[src/rtl/nonce_dispatcher_pkg.sv]
// Shared widths, constants and the dispatcher state type for the SHA core array control path.
package sha_pkg;
  localparam int                 CYCLE_W    = 6;
  localparam logic [CYCLE_W-1:0] LAST_CYCLE = 6'd63;
  localparam int                 NONCE_W    = 32;
  localparam int                 RESULT_W   = NONCE_W + 1;
  localparam int                 FLAG_BIT   = NONCE_W;

  typedef enum logic {
    IDLE = 1'b0,
    RUN  = 1'b1
  } disp_state_e;
endpackage

[src/rtl/nonce_dispatcher_if.sv]
// Host-side job control and found-nonce valid/ready channel of the nonce dispatcher.
interface nonce_dispatcher_if;
  import sha_pkg::*;

  logic               start;
  logic [NONCE_W-1:0] start_nonce;
  logic               abort;
  logic               busy;
  logic               done;
  logic               res_valid;
  logic [NONCE_W-1:0] res_nonce;
  logic               res_ready;
  logic               overflow;

  modport master (
    output start, start_nonce, abort, res_ready,
    input  busy, done, res_valid, res_nonce, overflow
  );

  modport slave (
    input  start, start_nonce, abort, res_ready,
    output busy, done, res_valid, res_nonce, overflow
  );
endinterface

[src/rtl/nonce_dispatcher_result_fifo.sv]
// Small flop-based FIFO; the head is a register so the consumer sees no combinational path from pop.
module result_fifo #(
  parameter int DEPTH = 4,
  parameter int WIDTH = 32
) (
  input  logic             clk,
  input  logic             n_rst,
  input  logic             push,
  input  logic [WIDTH-1:0] push_data,
  input  logic             pop,
  output logic [WIDTH-1:0] head,
  output logic             full,
  output logic             empty
);
  localparam int AW = $clog2(DEPTH);

  logic [WIDTH-1:0] mem_q [DEPTH];
  logic [AW-1:0]    wr_ptr_q, wr_ptr_d;
  logic [AW-1:0]    rd_ptr_q, rd_ptr_d;
  logic [AW:0]      count_q, count_d;
  logic             wr_en, rd_en;

  assign full  = (count_q == (AW+1)'(DEPTH));
  assign empty = (count_q == '0);
  assign head  = mem_q[rd_ptr_q];

  // A push into a full queue is still taken when the head leaves on the same edge.
  assign rd_en = pop && !empty;
  assign wr_en = push && (!full || rd_en);

  always_comb begin
    wr_ptr_d = wr_ptr_q;
    rd_ptr_d = rd_ptr_q;
    count_d  = count_q;
    if (wr_en) wr_ptr_d = wr_ptr_q + 1'b1;
    if (rd_en) rd_ptr_d = rd_ptr_q + 1'b1;
    case ({wr_en, rd_en})
      2'b10:   count_d = count_q + 1'b1;
      2'b01:   count_d = count_q - 1'b1;
      default: count_d = count_q;
    endcase
  end

  always_ff @(posedge clk or negedge n_rst) begin
    if (!n_rst) begin
      wr_ptr_q <= '0;
      rd_ptr_q <= '0;
      count_q  <= '0;
    end else begin
      wr_ptr_q <= wr_ptr_d;
      rd_ptr_q <= rd_ptr_d;
      count_q  <= count_d;
    end
  end

  for (genvar gi = 0; gi < DEPTH; gi++) begin : g_entry
    logic [WIDTH-1:0] entry_d;
    assign entry_d = (wr_en && (wr_ptr_q == AW'(gi))) ? push_data : mem_q[gi];
    always_ff @(posedge clk or negedge n_rst) begin
      if (!n_rst) mem_q[gi] <= '0;
      else        mem_q[gi] <= entry_d;
    end
  end
endmodule

[src/rtl/nonce_dispatcher.sv]
// Round sequencer and found-nonce collector for the SHA core array.
// Define DISPATCH_STATS_EN to add the rounds_done completed-round counter output.
module nonce_dispatcher
  import sha_pkg::*;
#(
  parameter int NUM_CORES  = 4,
  parameter int FIFO_DEPTH = 4
) (
  input  logic                          clk,
  input  logic                          n_rst,
  nonce_dispatcher_if.slave             host,
  output logic [CYCLE_W-1:0]            cycle,
  output logic [NONCE_W-1:0]            nonce,
  output logic [NUM_CORES*NONCE_W-1:0]  nonce_factor,
`ifdef DISPATCH_STATS_EN
  output logic [31:0]                   rounds_done,
`endif
  input  logic [NUM_CORES*RESULT_W-1:0] core_result
);
  disp_state_e          state_q, state_d;
  logic [CYCLE_W-1:0]   cycle_q, cycle_d;
  logic [NONCE_W-1:0]   nonce_q, nonce_d;
  logic                 done_q, done_d;
  logic                 overflow_q, overflow_d;
  logic [NUM_CORES-1:0] pending_q, pending_d;
  logic [NONCE_W-1:0]   latched_q [NUM_CORES];
  logic [NUM_CORES-1:0] flags;
  logic [NUM_CORES-1:0] drain_mask;
  logic [NONCE_W:0]     nonce_sum;
  logic [NONCE_W-1:0]   push_data;
  logic                 push_req, fifo_push, fifo_pop, fifo_full, fifo_empty;
  logic                 abort_edge, capture;

  assign abort_edge = (state_q == RUN) && host.abort;
  assign capture    = (state_q == RUN) && !host.abort && (cycle_q == LAST_CYCLE);
  assign nonce_sum  = {1'b0, nonce_q} + (NONCE_W+1)'(NUM_CORES);

  for (genvar gi = 0; gi < NUM_CORES; gi++) begin : g_core
    logic [NONCE_W-1:0] latched_d;
    assign flags[gi] = core_result[gi*RESULT_W + FLAG_BIT];
    assign nonce_factor[gi*NONCE_W +: NONCE_W] = NONCE_W'(gi);
    assign latched_d = (capture && flags[gi]) ? core_result[gi*RESULT_W +: NONCE_W]
                                              : latched_q[gi];
    always_ff @(posedge clk or negedge n_rst) begin
      if (!n_rst) latched_q[gi] <= '0;
      else        latched_q[gi] <= latched_d;
    end
  end

  // Lowest-index pending core wins; scanning downward lets the last hit stand.
  always_comb begin
    push_req   = 1'b0;
    push_data  = '0;
    drain_mask = '0;
    for (int i = NUM_CORES - 1; i >= 0; i--) begin
      if (pending_q[i]) begin
        push_req      = 1'b1;
        push_data     = latched_q[i];
        drain_mask    = '0;
        drain_mask[i] = 1'b1;
      end
    end
  end

  assign fifo_pop  = host.res_ready && !fifo_empty;
  assign fifo_push = push_req && !abort_edge;

  always_comb begin
    state_d    = state_q;
    cycle_d    = cycle_q;
    nonce_d    = nonce_q;
    done_d     = 1'b0;
    overflow_d = overflow_q;
    pending_d  = pending_q & ~drain_mask;
    case (state_q)
      IDLE: begin
        cycle_d = '0;
        if (host.start) begin
          nonce_d    = host.start_nonce;
          overflow_d = 1'b0;
          state_d    = RUN;
        end
      end
      RUN: begin
        if (host.abort) begin
          state_d   = IDLE;
          cycle_d   = '0;
          pending_d = '0;
        end else if (cycle_q == LAST_CYCLE) begin
          pending_d = pending_d | flags;
          cycle_d   = '0;
          nonce_d   = nonce_sum[NONCE_W-1:0];
          if (nonce_sum[NONCE_W]) begin
            state_d = IDLE;
            done_d  = 1'b1;
          end
        end else begin
          cycle_d = cycle_q + 1'b1;
        end
      end
      default: state_d = IDLE;
    endcase
    if (fifo_push && fifo_full && !fifo_pop) overflow_d = 1'b1;
  end

  always_ff @(posedge clk or negedge n_rst) begin
    if (!n_rst) begin
      state_q    <= IDLE;
      cycle_q    <= '0;
      nonce_q    <= '0;
      done_q     <= 1'b0;
      overflow_q <= 1'b0;
      pending_q  <= '0;
    end else begin
      state_q    <= state_d;
      cycle_q    <= cycle_d;
      nonce_q    <= nonce_d;
      done_q     <= done_d;
      overflow_q <= overflow_d;
      pending_q  <= pending_d;
    end
  end

  result_fifo #(
    .DEPTH (FIFO_DEPTH),
    .WIDTH (NONCE_W)
  ) u_result_fifo (
    .clk       (clk),
    .n_rst     (n_rst),
    .push      (fifo_push),
    .push_data (push_data),
    .pop       (fifo_pop),
    .head      (host.res_nonce),
    .full      (fifo_full),
    .empty     (fifo_empty)
  );

`ifdef DISPATCH_STATS_EN
  logic [31:0] rounds_q, rounds_d;
  always_comb begin
    rounds_d = rounds_q;
    if (state_q == IDLE && host.start) rounds_d = '0;
    else if (capture)                  rounds_d = rounds_q + 1'b1;
  end
  always_ff @(posedge clk or negedge n_rst) begin
    if (!n_rst) rounds_q <= '0;
    else        rounds_q <= rounds_d;
  end
  assign rounds_done = rounds_q;
`endif

  assign cycle          = cycle_q;
  assign nonce          = nonce_q;
  assign host.busy      = (state_q == RUN);
  assign host.done      = done_q;
  assign host.overflow  = overflow_q;
  assign host.res_valid = !fifo_empty;
endmodule

[src/flat_wrapper.sv]
// flat-port wrapper written by rule: the top's interface ports become plain ports
module nonce_dispatcher_flat import sha_pkg::*;
#(
  parameter int NUM_CORES  = 4,
  parameter int FIFO_DEPTH = 4
)
  (clk, n_rst, cycle, nonce, nonce_factor, core_result, host_start, host_start_nonce, host_abort, host_res_ready, host_busy, host_done, host_res_valid, host_res_nonce, host_overflow);
  nonce_dispatcher_if host_i ();
  input  logic clk;
  input  logic n_rst;
  output logic [CYCLE_W-1:0] cycle;
  output logic [NONCE_W-1:0] nonce;
  output logic [NUM_CORES*NONCE_W-1:0] nonce_factor;
  input  logic [NUM_CORES*RESULT_W-1:0] core_result;
  input wire logic [$bits(host_i.start)-1:0] host_start;
  input wire logic [$bits(host_i.start_nonce)-1:0] host_start_nonce;
  input wire logic [$bits(host_i.abort)-1:0] host_abort;
  input wire logic [$bits(host_i.res_ready)-1:0] host_res_ready;
  output wire logic [$bits(host_i.busy)-1:0] host_busy;
  output wire logic [$bits(host_i.done)-1:0] host_done;
  output wire logic [$bits(host_i.res_valid)-1:0] host_res_valid;
  output wire logic [$bits(host_i.res_nonce)-1:0] host_res_nonce;
  output wire logic [$bits(host_i.overflow)-1:0] host_overflow;
  assign host_i.start = host_start;
  assign host_i.start_nonce = host_start_nonce;
  assign host_i.abort = host_abort;
  assign host_i.res_ready = host_res_ready;
  assign host_busy = host_i.busy;
  assign host_done = host_i.done;
  assign host_res_valid = host_i.res_valid;
  assign host_res_nonce = host_i.res_nonce;
  assign host_overflow = host_i.overflow;
  nonce_dispatcher #(.NUM_CORES(NUM_CORES), .FIFO_DEPTH(FIFO_DEPTH)) u_core (.clk(clk), .n_rst(n_rst), .host(host_i), .cycle(cycle), .nonce(nonce), .nonce_factor(nonce_factor), .core_result(core_result));
endmodule
[config.mk]
export PLATFORM = sky130hd
export DESIGN_NAME = nonce_dispatcher_flat
export DESIGN_NICKNAME = d
export VERILOG_FILES = /design/src/rtl/nonce_dispatcher_pkg.sv /design/src/rtl/nonce_dispatcher_if.sv /design/src/rtl/nonce_dispatcher_result_fifo.sv /design/src/rtl/nonce_dispatcher.sv /design/src/flat_wrapper.sv
export SDC_FILE = /design/constraint.sdc
export NUM_CORES = 1
export LEC_CHECK = 0
export ABC_AREA = 1
export BUFFER_PORTS_ARGS = -buffer_cell sky130_fd_sc_hd__buf_2
export CAP_MARGIN = 25
export CELL_PAD_IN_SITES_DETAIL_PLACEMENT = 2
export CELL_PAD_IN_SITES_GLOBAL_PLACEMENT = 2
export CORE_ASPECT_RATIO = 0.5
export CORE_UTILIZATION = 31
export DETAILED_ROUTE_END_ITERATION = 7
export PLACE_DENSITY_LB_ADDON = 0.1
export SYNTH_ARGS = -nofsm -noshare
export SYNTH_HDL_FRONTEND = slang
export SYNTH_SLANG_ARGS = --single-unit
[constraint.sdc]
create_clock -name clk -period 2.5 [get_ports clk]
set_clock_uncertainty 0.15 [all_clocks]
set_input_delay 0.25 -clock clk [delete_from_list [all_inputs] [get_ports clk]]
set_output_delay 0.25 -clock clk [all_outputs]
set_load 0.05 [all_outputs]
Yosys cells after proc, flatten, opt, wreduce, memory -nomap -nowiden

Cells that the tools add are included.

Flip-flop bits (word level): 308
Output and inout port bits: 202
Word-level logic and storage cells: 107

Magnitude comparators: 1
Multiplexer cells: 38
Equal/unequal tests: 11
Add/sub/neg operators: 6
Bitwise logic cells: 5
Reductions and logical operators: 29

Operator list:

| cell                    | count |
|---|---|
| $mux W32                | 9 |
| $bmux W32 S2            | 1 |
| $pmux W32 S2            | 1 |
| $add A32 B3 Y33 const B | 1 |
| $mux W4                 | 7 |
| $logic_and A1 B1 Y1     | 17 |
| $mux W1                 | 15 |
| $mux W6                 | 2 |
| $pmux W6 S2             | 1 |
| $ne A2 B2 Y1 const B    | 4 |
| $add A6 B1 Y6 const B   | 1 |
| $eq A2 B2 Y1 const B    | 3 |
| $eq A6 B6 Y1 const B    | 1 |
| $pmux W3 S2             | 1 |
| $logic_not A1 Y1        | 5 |
| $add A2 B1 Y2 const B   | 2 |
| $and A4 B4 Y4           | 1 |
| $eq A2 B1 Y1 const B    | 2 |
| $not A4 Y4              | 1 |
| $or A4 B4 Y4            | 1 |
| $reduce_bool A2 Y1      | 2 |
| $add A3 B1 Y3 const B   | 1 |
| $eq A3 B3 Y1 const B    | 1 |
| $ge A3 B3 Y1 const B    | 1 |
| other kinds (9)         | 9 |

Depth between registers and ports, before layout

Gate-level depths: netlist of run 1.

Word-level depth: 10
Depth in mapped cells: 13
Gate-level depth less buffers: 13

By module

From an unflattened synthesis of run 1, not the netlist that was laid out.

Cells, all modules: 1934
Area, all modules: 16209.3 um^2

Modules (own cells, without submodules):

| module           | area each (um^2) | cells an instance | instances |
|---|---|---|---|
| nonce_dispatcher | 9950.8           | 1259              | 1 |
| result_fifo      | 6258.5           | 675               | 1 |

Worst setup path after synthesis of run 1

OpenSTA, ideal clock, no wires.

Path type: reg2out
From: register u_core.u_result_fifo.rd_ptr_q[0]
To: output port host_res_nonce[10]
Path buffers: 3
Path slack: 0.205 ns
Arrival time: 1.895 ns
Cell stages (with the launch flop): 7
Data required time: 2.100 ns
Path through: dfrtp_1 -> clkbuf_1 -> inv_1 -> buf_2 -> clkbuf_1 -> nor2_1 -> o22ai_1

Cells in the longest elaborated chain, start to end: 4

Ends and longest elaborated chain:

| item                                        | RTL line                           | text |
|---|---|---|
| from (decl)                                 | nonce_dispatcher_result_fifo.sv:19 | `logic [AW-1:0] rd_ptr_q, rd_ptr_d;` |
| from (signal assigned)                      | nonce_dispatcher_result_fifo.sv:51 | `rd_ptr_q <= rd_ptr_d;` |
| $not A2 Y3 (implied by the code)            | nonce_dispatcher_result_fifo.sv:25 | `assign head = mem_q[rd_ptr_q];` |
| $bmux W32 S2                                | nonce_dispatcher_result_fifo.sv:25 |  |
| $mux W32 (implied by the code) (2 in a row) | nonce_dispatcher_result_fifo.sv:25 |  |
| to (decl)                                   | flat_wrapper.sv:22                 | `output wire logic [$bits(host_i.res_nonce)-1:0] host_res_nonce;` |

No other way between the ends. The select of a mux whose other input is x is not followed.

Final worst setup path of run 1

From: register u_core.u_result_fifo.rd_ptr_q[0]
To: output port host_res_nonce[17]

Same word-level chain as after synthesis.

==> flow_summary.yaml, run 1 <==
pwr:
  powerDensity_mw_per_mm2: 940.5
  vdd_drop_max_v: 0.0006453
  p_leak_nw: 10.74
global_route:
  grt_pass1_wl_mm: 100.4
  grt_max_degree: 71
  grt_pass1_vias: 17070
  antenna_found_initial: 2
  grt_overflow: 0
  grt_usage_pct: 25.02
cts:
  cts_buffer_depth: 3
  root_buffer: "clkbuf_16"
  ctsHtreeMaxLevel: 2
  clk_pin_slew_ps: 80
  cts_tree: "yes"
  cts.sinks: 308
  clk_latency_ps: 540
  cts_buffers: 35
floorplan:
  die_h_um: 162.5
  rows: 58
  ioPinCount: 371
  start_util_pct: 31.58
  die_x_um: 323.0
  dieArea_sq_mm: 0.05250
  coreArea_sq_mm: 0.05058
final_layout:
  drive_above_1_share_pct: 15.64
  layout.nets: 2648
  area_growth_pct: 29.64
  stdcell_count: 3185
  fin_area_sq_mm: 0.02071
sta:
  worst_pin_slew_ps: 766.2
  setup_ws_ps: 15.40
  relSlewSlack_pct: 48.38
  drv_slew: 0
  finalHoldViolCount: 0
  tns_ps: 0
  holdWs_ps: 61.70
  fin_crit_sh_pct: 99.38
  setup_viol: 0
  period_needed_ps: 2485
  fmax_ghz: 0.4025
  rsz0062_at_grt: "true"
place:
  placed_cells: 2956
  dpl-instance-area_sq_mm: 0.01780
  dp.final_hpwl_mm: 40.80
  pre_cts_slack_ps: 295.6
  place.gp.congestion: 0.7821
  portBuffers: 242
yosys:
  yosys.area.top_type_share_pct: 48.25
  syn_inst: 2081
  ys.warnings.count: 0
  avgSynthCellArea_sq_um: 7.677
  ys.flop_type: "dfrtp_1"
  yosys.area.top_type: "dfrtp_1"
  ys_seq_area_share_pct: 48.25
  async_flop_share_pct: 100.0
  ys_seq_elements: 308
  synthDistinctLibCells: 38
  synthTopCellsByArea: "dfrtp_1, nand2_1, buf_4, o21ai_0, nor2_1"
  synth_edf_count: 0
  synth_area_sq_mm: 0.01598
setup_path:
  required_ps: 2100
  crit_type: "reg2out"
  endpoint_kind: "primary output"
  critPathMaxFanout: 25
  crit_arrival_ps: 2080
  worstSetupStartpointType: "flip-flop"
drt:
  wl_mm: 65.96
  vias_per_cell: 4.789
  ant_nets: 0
  vias: 15250
  drt_iter0_drc: 701
  drc: 0
  wl_per_cell_um: 20.71
  first_pass_iters: 5
min_path:
  hold_class: "in2async"
job:
  cap_violations: 0
status:
  status: "finished, final reports clean"
==> per-stage QoR <==
step | power (mW) | util [%]
6_report | 19.48 | 40.95
5_1_grt | 20.46 | 40.95
4_1_cts | 19.52 | 40.71
3_5_place_dp | 13.94 | 35.19
3_3_place_gp | 13.82 | 35.19
2_1_floorplan | 11.14 | -
==> cells in the final DEF (no fill, tap or decap), types with 2 or more instances in the layout <==
master         count
xor2_1             4
clkinv_2           3
dlygate4sd3_1    166
nor2_8             4
inv_2              7
inv_6              3
or2_2              4
clkbuf_8           8
conb_1           128
nor2_2             3
clkbuf_16         38
o22ai_2            8
clkbuf_4           3
buf_12            30
buf_4             41
dfrtp_2            3
nand2_1          811
nor2_4             2
clkbuf_1          10
inv_1            140
o221ai_1          31
a21oi_1           49
nand2_2            6
nor3_1             2
o22ai_1           24
ha_1               5
o21ai_0          197
o21ai_1           26
xnor2_1            3
dfrtp_1          305
nand3_4            4
nor2_1           151
buf_2            216
nand3_1           43
nand4_1            2
==> cell usage after synthesis (6+ instances only) <==
cell type	number
dfrtp_1	308
nand3_1	43
nand2_1	811
clkbuf_1	45
o21ai_0	198
inv_1	141
inv_2	7
o21ai_1	25
buf_6	10
buf_2	25
nand2_2	6
ha_1	6
a21oi_1	49
buf_4	150
o22ai_1	32
nor2_1	151
o221ai_1	31
==> path summary, 6_finish.rpt <==
path | start | end | slack, ps | cells after the start
setup reg to reg | u_core.cycle[0] | u_core.latched_q[31] | 80 | 11
min in group clk | host_start | u_core.host.busy | 100 | 4
max in group asynchronous | n_rst | u_core.nonce[13] | 1250 | 3
setup / recovery | u_core.u_result_fifo.rd_ptr_q[0] | host_res_nonce[17] | 20 | 5
hold reg to reg | u_core.u_result_fifo.mem_q[66] | u_core.u_result_fifo.mem_q[66] | 330 | 2
hold / removal | n_rst | u_core.latched_q[56] | 60 | 2
==> power breakdown <==
part           internal (mW)  leakage (nW)  switching [mW]
Sequential              5.53          3.60           0.632
Combinational           2.56          6.61            5.51
Clock                   2.93         0.536            2.32
==> critical path, cell delays in order, from the launching register on <==
cell and delay, ps:
dfrtp_2 450, clkinvlp_4 210, buf_12 220, o21ai_0 330, o22ai_2 160, buf_12 180
==> repair_timing <==
action                                 CTS  global route
cloned                                   0             3
buffers inserted                         0             0
resized for setup                        8            12
endpoints found under the hold margin  439             0
pin swaps                                0             0
setup endpoints to repair                6            15
hold buffers                           166             0
==> cell families after synthesis <==
family          after synthesis  share of synthesized area [%]
simple gates               1037                          25.95
buf+inv                     382                          13.17
compound gates              338                          11.61
flops                       308                          48.25
xor+xnor                      7                         0.3838
fa+ha+maj                     7                         0.5952
other cells                   2                        0.04701
==> flip-flops by register name, indices dropped and copies added, names as in the netlist <==
signal / flops
u_core.cycle: 6
u_core.host.busy: 1
u_core.host.done: 1
u_core.host.overflow: 1
u_core.latched_q: 128
u_core.nonce: 32
u_core.pending_q: 4
u_core.u_result_fifo.count_q: 3
u_core.u_result_fifo.mem_q: 128
u_core.u_result_fifo.rd_ptr_q: 2
u_core.u_result_fifo.wr_ptr_q: 2
==> cell type report <==
class                      instances  area (sq um)
sequential                       308          7711
fill                            5863         29870
clock buffer                      53          1023
timing repair buffer             461          3791
clock inverter                     6         66.31
inverter                         149         564.3
multi-input combinational       1517          6689
tap                              690         863.3
antenna                            1         2.502
==> metal layers <==
layer  part of all wire (%)  track usage (%)  vias up
li1                       -                -     7082
met1                     42            30.39     7791
met2                     52            45.48      257
met3                    2.8            3.134      120
met4                    3.4            8.940        2
met5                  0.020                0        -
Note: power is estimated with default switching activity, not from simulation.
==> run 2, diff against run 1 <==
--- a/config.mk
+++ b/config.mk
@@ -14,6 +14,8 @@
 export CORE_UTILIZATION = 31
 export DETAILED_ROUTE_END_ITERATION = 7
 export PLACE_DENSITY_LB_ADDON = 0.1
+export SETUP_SLACK_MARGIN = 0.02
+export SKIP_CTS_REPAIR_TIMING = 1
 export SYNTH_ARGS = -nofsm -noshare
 export SYNTH_HDL_FRONTEND = slang
 export SYNTH_SLANG_ARGS = --single-unit
==> run 2 against run 1 <==
The flow now finishes with violations (hold timing). Sequential power is essentially flat. Global-route usage shrank 2.4 points. Maximum frequency is 0.62% higher. Via count increased by 0.52%. Final cell count is essentially flat. Utilization shrank 0.13 points. Critical path type unchanged. Critical endpoint is now host_res_nonce[26]. Highest routed layer unchanged.
==> flow_summary.yaml, run 2 (synthesized netlist as in run 1, its figures left out) <==
floorplan:
  die_h_um: 162.5
  rows: 58
  start_util_pct: 31.58
  ioPinCount: 371
  die_x_um: 323.0
  coreArea_sq_mm: 0.05058
  dieArea_sq_mm: 0.05250
drt:
  wl_per_cell_um: 20.66
  drt_iter0_drc: 671
  vias_per_cell: 4.811
  ant_nets: 0
  drc: 0
  vias: 15330
  wl_mm: 65.85
  first_pass_iters: 5
cts:
  ctsHtreeMaxLevel: 2
  clk_latency_ps: 540
  cts.sinks: 308
  cts_buffers: 35
  cts_tree: "yes"
  cts_buffer_depth: 3
  clk_pin_slew_ps: 60
  root_buffer: "clkbuf_16"
pwr:
  vdd_drop_max_v: 0.0006169
  sw_frac_of_total_pct: 43.43
  p_leak_nw: 10.72
  power_frac_comb_pct: 41.5
  powerDensity_mw_per_mm2: 944.8
  p_seq_share_pct: 31.6
  p_switching_mw: 8.472
  p_clk_share_pct: 26.9
  internal-power_mw: 11.04
status:
  violations: "hold timing"
  status: "finished with violations"
setup_path:
  crit_arrival_ps: 2070
  r2r_slack_ps: 310
  required_ps: 2100
  crit_path_top_delay_cell: "dfrtp_2"
  crit_type: "reg2out"
  critPathMaxFanout: 15
  crit_chain: "clkinvlp_4 -> buf_4 -> o21ai_0 -> o22ai_1 -> buf_4"
  endpoint_kind: "primary output"
  timing.rr.end: "u_core.u_result_fifo.count_q[2]"
  r2r_cells: 13
  r2r_start: "u_core.u_result_fifo.count_q[1]"
  worstSetupStartpointType: "flip-flop"
  path_common_cell: "buf_4"
  cpPeakStageDelay_ps: 460
global_route:
  grt_pass1_wl_mm: 91.22
  grt_max_degree: 71
  antenna_found_initial: 5
  grt_usage_pct: 22.61
  grt_overflow: 0
  grt_pass1_vias: 15670
sta:
  fmax_ghz: 0.4050
  holdWs_ps: -22.46
  finalHoldViolCount: 1
  setup_viol: 0
  fin_crit_sh_pct: 98.78
  rsz0062_at_grt: "true"
  drv_slew: 0
  relSlewSlack_pct: 50.91
  worst_pin_slew_ps: 728.7
  period_needed_ps: 2469
min_path:
  whs_path_depth: 6
  hold_end: "u_core.nonce[24]"
  hold_class: "in2reg"
  hold_start: "host_start_nonce[24]"
place:
  dpl-instance-area_sq_mm: 0.01780
  dp.final_hpwl_mm: 40.80
  portBuffers: 242
  place.gp.congestion: 0.7821
final_layout:
  most-common-layout-cells: "nand2_1, dfrtp_1, buf_2, o21ai_0, dlygate4sd3_1"
  layout.nets: 2647
  layout_commonest_cell: "nand2_1"
  fin_util_pct: 40.82
  regArea_sq_mm: 0.007712
  drive_above_1_share_pct: 15.52
  fill_cells: 5869
  multi_input_area_sq_mm: 0.006661
  area_growth_pct: 29.24
  fin_area_sq_mm: 0.02065
job:
  cap_violations: 0
==> run 2: cell count changes in the layout (fill, tap and decap cells not counted), sizes merged <==
| cell | change |
|---|---|
| buf | +4 |
| clkbuf | -3 |
| diode | +3 |
| dlygate4sd3 | -2 |
==> run 2: final cells by class <==
type | count | area share [%]
clock inverter | 6 | 0.3212
tap | 690 | 4.181
timing repair buffer | 460 | 18.14
antenna | 4 | 0.04848
multi-input combinational | 1517 | 32.26
clock buffer | 53 | 4.957
sequential | 308 | 37.35
inverter | 149 | 2.733
==> run 2: worst max path at each step <==
stage                                                start  cells after the start  slack (ps)                               to
after global routing      u_core.u_result_fifo.rd_ptr_q[0]                      5         -40               host_res_nonce[17]
after floorplan           u_core.u_result_fifo.rd_ptr_q[0]                      6         210               host_res_nonce[10]
after CTS                 u_core.u_result_fifo.rd_ptr_q[1]                      5         -60               host_res_nonce[26]
after global placement     u_core.u_result_fifo.count_q[1]                     13         340  u_core.u_result_fifo.count_q[2]
after detailed placement   u_core.u_result_fifo.count_q[1]                     13         300  u_core.u_result_fifo.count_q[2]
final                     u_core.u_result_fifo.rd_ptr_q[0]                      5          30               host_res_nonce[26]
==> run 2: layer usage <==
layer	global-route usage, %	part of all wire (%)	up-vias
li1	-	-	7082
met1	28.70	42	7884
met2	40.65	52	260
met3	2.997	3.0	104
met4	5.364	2.9	2
met5	0	0.020	-
==> run 2: critical path: cells and delay by family, from the launching register on <==
kind	cells	cell delay, ps
buffers and inverters	3	690
DFF	1	460
AOI/OAI and AO/OA	2	370
==> run 2: per-stage QoR <==
stage               total power [mW]  setup TNS (ps)  setup slack, ps  hold WS [ps]  instances
CTS                            19.24          -189.9           -62.77        -514.0       3015
detailed placement             13.94               0            295.6         58.69       2956
floorplan                      11.14               0            205.4        -195.6       2207
finish                         19.51               0            30.60        -22.46       3187
global route                   20.48          -57.06           -41.13         3.905       3187
global placement               13.82               0            342.3         56.91       2956
==> run 2: power by group through the flow <==
stage	sequential [mW]	clock, mW	combinational [mW]
after CTS	6.16	5.35	7.73
after global placement	6.22	0	7.61
final	6.16	5.26	8.09
after detailed placement	6.24	0	7.70
after global routing	6.26	5.57	8.65
after floorplan	6.95	0	4.19
